**src/rtl/word_scorer_if.sv**
```systemverilog
// ============================================================================
// Module      : word_scorer_if
// Description : Start/done handshake and row bus between the row-entry logic
//               (master) and the word scorer (slave).
// Revision    : 1.0 - initial release
// ----------------------------------------------------------------------------
// Signals:
//   start        master->slave  one-cycle scoring request
//   input_row    master->slave  guess row, slots packed {yellow, green, letter}
//   chosen_word  master->slave  answer letters, letter 0 in the low bits
//   busy         slave->master  scoring in progress
//   done         slave->master  one-cycle pulse, output_row/win valid
//   output_row   slave->master  scored row
//   win          slave->master  every slot green
// ============================================================================
`default_nettype none

interface word_scorer_if #(
  parameter int NUM_LETTERS = 5,
  parameter int LETTER_W    = 5
);
  localparam int SLOT_W = LETTER_W + 2;

  logic                            start;
  logic [NUM_LETTERS*SLOT_W-1:0]   input_row;
  logic [NUM_LETTERS*LETTER_W-1:0] chosen_word;
  logic                            busy;
  logic                            done;
  logic [NUM_LETTERS*SLOT_W-1:0]   output_row;
  logic                            win;

  modport master (
    output start, input_row, chosen_word,
    input  busy, done, output_row, win
  );

  modport slave (
    input  start, input_row, chosen_word,
    output busy, done, output_row, win
  );
endinterface

`default_nettype wire

```
**src/rtl/word_scorer.sv**
```systemverilog
// ============================================================================
// Module      : word_scorer
// Description : Sequential Wordle row scorer. Tags each guess slot green
//               (exact position) or yellow (letter elsewhere in the answer)
//               using standard duplicate-letter rules: greens are credited
//               first, then yellows left to right, each answer letter used
//               at most once. Letter code 0 is blank and never matches.
// Revision    : 1.0 - initial release
// ----------------------------------------------------------------------------
// Ports:
//   clk    in   system clock
//   rst_n  in   asynchronous active-low reset
//   bus    slave modport of word_scorer_if (start/input_row/chosen_word in,
//               busy/done/output_row/win out)
// Timing: start edge = cycle 0, GREEN cycles 1..N, YELLOW N+1..2N,
//         done high in cycle 2N+1.
// ============================================================================
`default_nettype none

module word_scorer #(
  parameter int NUM_LETTERS = 5,
  parameter int LETTER_W    = 5
) (
  input  wire logic    clk,
  input  wire logic    rst_n,
  word_scorer_if.slave bus
);

  localparam int SLOT_W = LETTER_W + 2;
  localparam int IDX_W  = (NUM_LETTERS > 1) ? $clog2(NUM_LETTERS) : 1;
  localparam logic [IDX_W-1:0] LAST_IDX = IDX_W'(NUM_LETTERS - 1);

  typedef enum logic [1:0] {
    IDLE   = 2'd0,
    GREEN  = 2'd1,
    YELLOW = 2'd2,
    DONE   = 2'd3
  } state_t;

  state_t state, state_next;

  logic [IDX_W-1:0]    idx;
  logic [LETTER_W-1:0] guess  [NUM_LETTERS];
  logic [LETTER_W-1:0] answer [NUM_LETTERS];
  logic [NUM_LETTERS-1:0] green, yellow, consumed;
  logic [NUM_LETTERS*SLOT_W-1:0] output_row_q;
  logic                          win_q;

  logic [LETTER_W-1:0]    cur_guess, cur_answer;
  logic                   is_last;
  logic                   green_hit, yellow_hit;
  logic                   match_found;
  logic [NUM_LETTERS-1:0] match_oh;
  logic [NUM_LETTERS-1:0] yellow_set;
  logic [NUM_LETTERS*SLOT_W-1:0] row_next;

  assign cur_guess  = guess[idx];
  assign cur_answer = answer[idx];
  assign is_last    = (idx == LAST_IDX);
  assign green_hit  = (cur_guess != '0) && (cur_guess == cur_answer);

  // Lowest still-unconsumed answer position holding the current guess letter.
  always_comb begin
    match_oh    = '0;
    match_found = 1'b0;
    for (int j = 0; j < NUM_LETTERS; j++) begin
      if (!match_found && !consumed[j] && (answer[j] == cur_guess)) begin
        match_oh[j] = 1'b1;
        match_found = 1'b1;
      end
    end
  end

  assign yellow_hit = (state == YELLOW) && !green[idx] &&
                      (cur_guess != '0) && match_found;

  // Yellow tags including the slot being scored this cycle, so the final
  // YELLOW cycle can load the complete row while entering DONE.
  always_comb begin
    yellow_set = yellow;
    if (yellow_hit) begin
      yellow_set[idx] = 1'b1;
    end
  end

  generate
    for (genvar i = 0; i < NUM_LETTERS; i++) begin : g_row
      assign row_next[i*SLOT_W +: SLOT_W] = {yellow_set[i], green[i], guess[i]};
    end
  endgenerate

  // State register
  always_ff @(posedge clk or negedge rst_n) begin
    if (!rst_n) begin
      state <= IDLE;
    end else begin
      state <= state_next;
    end
  end

  // Next-state logic
  always_comb begin
    state_next = state;
    case (state)
      IDLE:    if (bus.start) state_next = GREEN;
      GREEN:   if (is_last)   state_next = YELLOW;
      YELLOW:  if (is_last)   state_next = DONE;
      DONE:                   state_next = IDLE;
      default:                state_next = IDLE;
    endcase
  end

  // Datapath
  always_ff @(posedge clk or negedge rst_n) begin
    if (!rst_n) begin
      idx          <= '0;
      green        <= '0;
      yellow       <= '0;
      consumed     <= '0;
      output_row_q <= '0;
      win_q        <= 1'b0;
      for (int i = 0; i < NUM_LETTERS; i++) begin
        guess[i]  <= '0;
        answer[i] <= '0;
      end
    end else begin
      case (state)
        IDLE: begin
          if (bus.start) begin
            for (int i = 0; i < NUM_LETTERS; i++) begin
              guess[i]  <= bus.input_row[i*SLOT_W +: LETTER_W];
              answer[i] <= bus.chosen_word[i*LETTER_W +: LETTER_W];
            end
            green    <= '0;
            yellow   <= '0;
            consumed <= '0;
            idx      <= '0;
          end
        end
        GREEN: begin
          if (green_hit) begin
            green[idx]    <= 1'b1;
            consumed[idx] <= 1'b1;
          end
          idx <= is_last ? '0 : idx + 1'b1;
        end
        YELLOW: begin
          if (yellow_hit) begin
            yellow[idx] <= 1'b1;
            consumed    <= consumed | match_oh;
          end
          if (is_last) begin
            output_row_q <= row_next;
            win_q        <= &green;
          end else begin
            idx <= idx + 1'b1;
          end
        end
        default: begin
        end
      endcase
    end
  end

  assign bus.busy       = (state != IDLE);
  assign bus.done       = (state == DONE);
  assign bus.output_row = output_row_q;
  assign bus.win        = win_q;

endmodule

`default_nettype wire

```
**src/flat_wrapper.sv**
```systemverilog
// flat-port wrapper written by rule: the top's interface ports become plain ports
module word_scorer_flat 
#(
  parameter int NUM_LETTERS = 5,
  parameter int LETTER_W    = 5
)
  (clk, rst_n, bus_start, bus_input_row, bus_chosen_word, bus_busy, bus_done, bus_output_row, bus_win);
  word_scorer_if #(.NUM_LETTERS(NUM_LETTERS), .LETTER_W(LETTER_W)) bus_i ();
  input  wire logic clk;
  input  wire logic rst_n;
  input wire logic [$bits(bus_i.start)-1:0] bus_start;
  input wire logic [$bits(bus_i.input_row)-1:0] bus_input_row;
  input wire logic [$bits(bus_i.chosen_word)-1:0] bus_chosen_word;
  output wire logic [$bits(bus_i.busy)-1:0] bus_busy;
  output wire logic [$bits(bus_i.done)-1:0] bus_done;
  output wire logic [$bits(bus_i.output_row)-1:0] bus_output_row;
  output wire logic [$bits(bus_i.win)-1:0] bus_win;
  assign bus_i.start = bus_start;
  assign bus_i.input_row = bus_input_row;
  assign bus_i.chosen_word = bus_chosen_word;
  assign bus_busy = bus_i.busy;
  assign bus_done = bus_i.done;
  assign bus_output_row = bus_i.output_row;
  assign bus_win = bus_i.win;
  word_scorer #(.NUM_LETTERS(NUM_LETTERS), .LETTER_W(LETTER_W)) u_core (.clk(clk), .rst_n(rst_n), .bus(bus_i));
endmodule
```
**config.mk**
```make
export PLATFORM = sky130hd
export DESIGN_NAME = word_scorer_flat
export DESIGN_NICKNAME = d
export VERILOG_FILES = /design/src/rtl/word_scorer_if.sv /design/src/rtl/word_scorer.sv /design/src/flat_wrapper.sv
export SDC_FILE = /design/constraint.sdc
export NUM_CORES = 1
export LEC_CHECK = 0
export ABC_CLOCK_PERIOD_IN_PS = 6300
export BUFFER_PORTS_ARGS = -buffer_cell sky130_fd_sc_hd__buf_2
export CORE_ASPECT_RATIO = 0.8
export CORE_UTILIZATION = 57
export DETAILED_ROUTE_END_ITERATION = 8
export HOLD_SLACK_MARGIN = 0.02
export PLACE_DENSITY = 0.92
export RECOVER_POWER = 100
export SLEW_MARGIN = 20
export SYNTH_ARGS = -nofsm -noshare
export SYNTH_HDL_FRONTEND = slang
export SYNTH_SLANG_ARGS = --single-unit
export TNS_END_PERCENT = 30
```
**constraint.sdc**
```tcl
create_clock -name clk -period 6.3 [get_ports clk]
set_input_delay 0.315 -clock clk [delete_from_list [all_inputs] [get_ports clk]]
set_output_delay 0.315 -clock clk [all_outputs]
set_load 0.01 [all_outputs]
```
# == Word level (Yosys, flattened, before mapping) ==
# Cells that the tools add are included.
# W data, S select, Z words.
# op_classes
addsub,1
order_cmp,3
n_eq_ne,16
mux,35
n_bitwise,5
reduce_logical,38
# ops
cell,count
$mux W5,9
$bmux W5 S3,2
$eq A5 B5 Y1,6
$or A5 B5 Y5,4
$pmux W5 S2,2
$pmux W5 S3,1
$logic_and A1 B1 Y1,14
$mux W1,11
$logic_not A1 Y1,10
$mux W3,3
$pmux W3 S3,1
$reduce_and A3 Y1,3
$ne A2 B1 Y1 const B,4
$pmux W2 S4,1
$mux W2,3
$reduce_and A2 Y1,3
$reduce_bool A2 Y1,3
$reduce_and A5 Y1,1
$reduce_bool A5 Y1,1
$eq A2 B2 Y1 const B,2
$ge A4 B4 Y1 const B,1
$lt A3 B4 Y1 const B,1
$ne A2 B2 Y1 const B,2
$not A3 Y4,1
9 further kinds,9
# totals
reg_bits,106
input_bits,63
elab_cells,115

# == Depth between registers and ports, before layout ==
# depth
depth_word,26
mapped_depth,12

# == Least setup slack after synthesis ==
# Ideal clock, no wire load.
# synth_timing
kind,reg-to-reg
start,reg u_core.idx[1]
end,reg u_core.consumed[3]
arrival_ps,2651
slack_ps,3576
path_stages_with_launch,11
cell_sequence,dfrtp_1 > buf_2 > buf_6 > mux2_2 > a221oi_1 > xnor2_1 > nand4_1 > a2111oi_4 > inv_2 > a221o_1 > a2bb2oi_2
# synth_between
elab_chain_len,26
# synth_lines
item,line,rtl
start: declaration,word_scorer.sv:42,logic [IDX_W-1:0] idx;
start signal: assignment,word_scorer.sv:145,idx <= is_last ? '0 : idx + 1'b1;
start signal: assignment,word_scorer.sv:156,idx <= idx + 1'b1;
$not A3 Y4 (implied by the code),"word_scorer.sv:57, word_scorer.sv:58",
$bmux W5 S3,word_scorer.sv:57,assign cur_guess = guess[idx];
$mux W5 (implied by the code) (2 in a row),word_scorer.sv:57,
$eq A5 B5 Y1,word_scorer.sv:67,if (!match_found && !consumed[j] && (answer[j] == cur_guess)) begin
$logic_and A1 B1 Y1,word_scorer.sv:67,
$mux W1,word_scorer.sv:67,
$logic_not A1 Y1,word_scorer.sv:67,
$logic_and A1 B1 Y1 (2 in a row),word_scorer.sv:67,
(+6 left out),-,
$logic_and A1 B1 Y1 (2 in a row),word_scorer.sv:67,
$mux W1,word_scorer.sv:67,
$logic_not A1 Y1,word_scorer.sv:67,
$logic_and A1 B1 Y1 (2 in a row),word_scorer.sv:67,
$mux W1,word_scorer.sv:67,
$logic_and A1 B1 Y1,word_scorer.sv:75,(cur_guess != '0) && match_found;
$ne A2 B1 Y1 (no source line),-,
$reduce_and A4 Y1 (no source line),-,
end signal: assignment,word_scorer.sv:150,consumed <= consumed | match_oh;
end: declaration,word_scorer.sv:45,"logic [NUM_LETTERS-1:0] green, yellow, consumed;"
# Parallel ways exist; a longest one is shown, timed or not. The select of a mux whose other input is x is not followed.
# A chain may end at the register's enable or synchronous reset.

# == Worst setup path after layout ==
# layout_timing
start,reg u_core.idx[1]
end,reg u_core.idx[2]
# layout_between
elab_chain_len,3
# layout_lines
item,line,rtl
$add A3 B1 Y3 / $eq A3 B3 Y1 (equally long branches),"word_scorer.sv:145, word_scorer.sv:156, word_scorer.sv:59",
$mux W3 (tied with other cells),word_scorer.sv:152,if (is_last) begin
$pmux W3 S3 / $reduce_and A3 Y1 (equally long branches),-,
# Parallel ways exist; a longest one is shown, timed or not. The select of a mux whose other input is x is not followed.

==> reports/qor.csv <==
stage,metric,value,unit
setup_path,cell repeated most along the worst path,o21ai_0,
sta,# setup viols final,0,
setup_path,startpoint types,flop,
setup_path,R2R setup slack,1930,ps
setup_path,crit-path max FO,38,
synth,post-synthesis cell count,423,
routing,vias per cell,6.24,
setup_path,CP endpoint kind,flop,
global_route,first-pass GRT wire length,19.9,mm
synth,prevailing post-synth register cell,dfrtp_1,
sta,Final Max Tran Viols,200,
routing,ANT nets after route,0,
setup_path,"CP delay by family, top",simple AND/OR/NAND/NOR gates,
clock_tree,Clock transition at path regs,80,ps
clock_tree,CTS tree,done,
setup_path,r2r startpoint,u_core.idx[1],
clock_tree,TritonCTS Buffers,9,
sta,relative slew slack,-0.544,
clock_tree,worst skew pair latency,350,ps
routing,total wire length,12.4,mm
sta,Fmax,229,MHz
synth,"EDFF count, synth",0,
routing,via count,3902,
cells_and_area,final net count,575,
clock_tree,Root Buffer,clkbuf_16,
global_route,initial antenna violation count,0,
place,port bufs,90,
synth,"Seq/Total Area, Yosys",0.500,
run_status,status,"complete, but fails checks",
synth,syn_nets,493,
place,Placement Setup Slack,2550,ps
floorplan,Initial Util,0.586,
clock_tree,hold buffer count at cts,1,
cells_and_area,"commonest non-fill, non-tap cell in the layout",dfrtp_1,
setup_path,CP Cell Sequence,inv_1 > ha_1 > nand3_1 > o311ai_0 > o21ai_0 > o21ai_0,
synth,Synth cell types,62,
floorplan,Die ar.,0.00969,mm2
setup_path,CP Data Required Time,6490,ps
sta,final hold violation count,0,
floorplan,Rows,31,
routing,drt initial violations,412,
global_route,largest net degree at the start of global routing,64,
sta,unrepaired setup endpoints after global routing,no,
cells_and_area,ant diodes,0,
setup_path,Buf/Inv on CP,1,
routing,drt pass-1 iters,5,
pwr,peak supply drop,332,uV
synth,yosys warns,0,
global_route,GRT busiest layer,met2,
cells_and_area,Layout area overhead,13.9,%
hold_path,worst min path class,primary input to flop,
floorplan,Die Ht,88.2,um
setup_path,stages on the worst setup path,6,
place,DPL Wire Length,8.57,mm
synth,Syn Area/Cell,12.5,um2
floorplan,CORE AREA,0.00904,mm2
setup_path,arrival time at the worst endpoint,4570,ps
global_route,vias in the first global route,3966,
cells_and_area,share of cells above drive strength 1,0.341,
synth,asr flop ratio synth,1.00,
clock_tree,post-cts resize count,0,
floorplan,I/O Pins,101,
pwr,power per cell area,531,mW/mm2
sta,worst slew pin tran,2320,ps
sta,Worst Slack Setup Final,1930,ps
cells_and_area,most frequent cells in the layout,"dfrtp_1 (106), mux2_2 (90), buf_2 (51), clkbuf_1 (40), nor2_1 (23)",
synth,Mapped Area,0.00530,mm2
routing,WL/cell,19.9,um
hold_path,Hold Crit Start,bus_input_row[24],
global_route,GR Util met3,0.0736,
setup_path,Critical-path top delay cell,nand3_1,
clock_tree,CTS Buffer Depth,2,
setup_path,R2R cell count,6,
global_route,met2 Use GR,0.443,
cells_and_area,Filler Cells Inserted,652,
setup_path,CP Capture Point,u_core.idx[2],
pwr,Leakage,2.72,nW
sta,setup TNS,0,ps
global_route,GR Util All Layers,0.276,
run_status,failing checks,"max-capacitance violations, max-slew violations",
clock_tree,TritonCTS Sinks,106,
setup_path,CP startpoint,u_core.idx[1],
clock_tree,Post-CTS Setup Repair Bufs,0,
routing,residual DRC count,0,
sta,Worst Clk Skew,11.6,ps
floorplan,Die Width,110,um
pwr,Final Total Pwr,3.21,mW
global_route,global route total overflow,0,
synth,Yosys reg bits,106,
setup_path,type of the worst setup path,flop to flop,
setup_path,CP max stage delay,1380,ps
job,max cap viols,4,
setup_path,FF-to-FF End,u_core.idx[2],
clock_tree,H-tree Lvls,3,
sta,hold slack final,187,ps
place,RePlAce Congestion,0.880,
sta,crit share post-route,0.694,
sta,Tmin final,4370,ps
global_route,met1 GRT Util,0.370,
## kinds of logic after synthesis
family | after synthesis | share of synthesized area
compound gates | 79 | 0.123
xor+xnor | 21 | 0.0347
buf+inv | 31 | 0.0288
fa+ha+maj | 7 | 0.0165
simple gates | 76 | 0.0805
mux | 103 | 0.216
flops | 106 | 0.500
## final cells by class
class | instances | area (um2) | share of cell area
clock buffer | 10 | 229 | 0.0379
clock inverter | 6 | 81.3 | 0.0135
inverter | 9 | 33.8 | 0.00559
multi-input combinational | 286 | 2470 | 0.410
sequential | 106 | 2650 | 0.439
tap | 115 | 144 | 0.0238
timing repair buffer | 93 | 424 | 0.0702
## routing by layer
| metal | wire [um] | vias to the layer above |
|---|---|---|
| li1 | - | 1716 |
| met1 | 5270 | 1948 |
| met2 | 5850 | 207 |
| met3 | 1050 | 31 |
| met4 | 259 | 0 |
| met5 | 0 | - |
## worst min path at each step
| stage | endpoint | cells after the start |
|---|---|---|
| after CTS | u_core.guess[1] | 2 |
| after floorplan | u_core.answer[0] | 0 |
| after global routing | u_core.guess[1] | 2 |
| final | u_core.guess[8] | 2 |
| after global placement | u_core.bus.output_row[19] | 1 |
| after detailed placement | u_core.bus.output_row[19] | 1 |
## sequential cells by signal, indices dropped and copies added, names as in the netlist
signal and cells:
u_core.bus.win 1, u_core.consumed 5, u_core.state 2, u_core.answer 25, u_core.guess 25, u_core.bus.output_row 35, u_core.yellow 5, u_core.green 5
u_core.idx 3
## synthesized netlist by cell type (6+ instances only)
cell type | count | area [um2]
inv_1 | 8 | 30.0
or3_1 | 8 | 50.1
o21ai_0 | 16 | 80.1
a31oi_1 | 6 | 37.5
dfrtp_1 | 106 | 2650
mux2_2 | 90 | 1010
xor2_1 | 16 | 140
nand2_1 | 8 | 30.0
buf_1 | 7 | 26.3
clkbuf_1 | 8 | 30.0
ha_1 | 7 | 87.6
a21oi_1 | 10 | 50.1
nor2_1 | 23 | 86.3
mux2i_1 | 12 | 120
## per-stage QoR
stage               utilization  instances  instance area [um2]
floorplan                     -        423                 5300
global placement          0.642        608                 5800
detailed placement        0.642        608                 5800
CTS                       0.677        625                 6120
global route              0.668        625                 6040
finish                    0.668        625                 6040
## power by group
part           switching (mW)  internal (mW)
sequential              0.275          0.958
combinational           0.740          0.650
clock                   0.269          0.318
total                    1.28           1.93
Power figures use the tool's default switching activity.
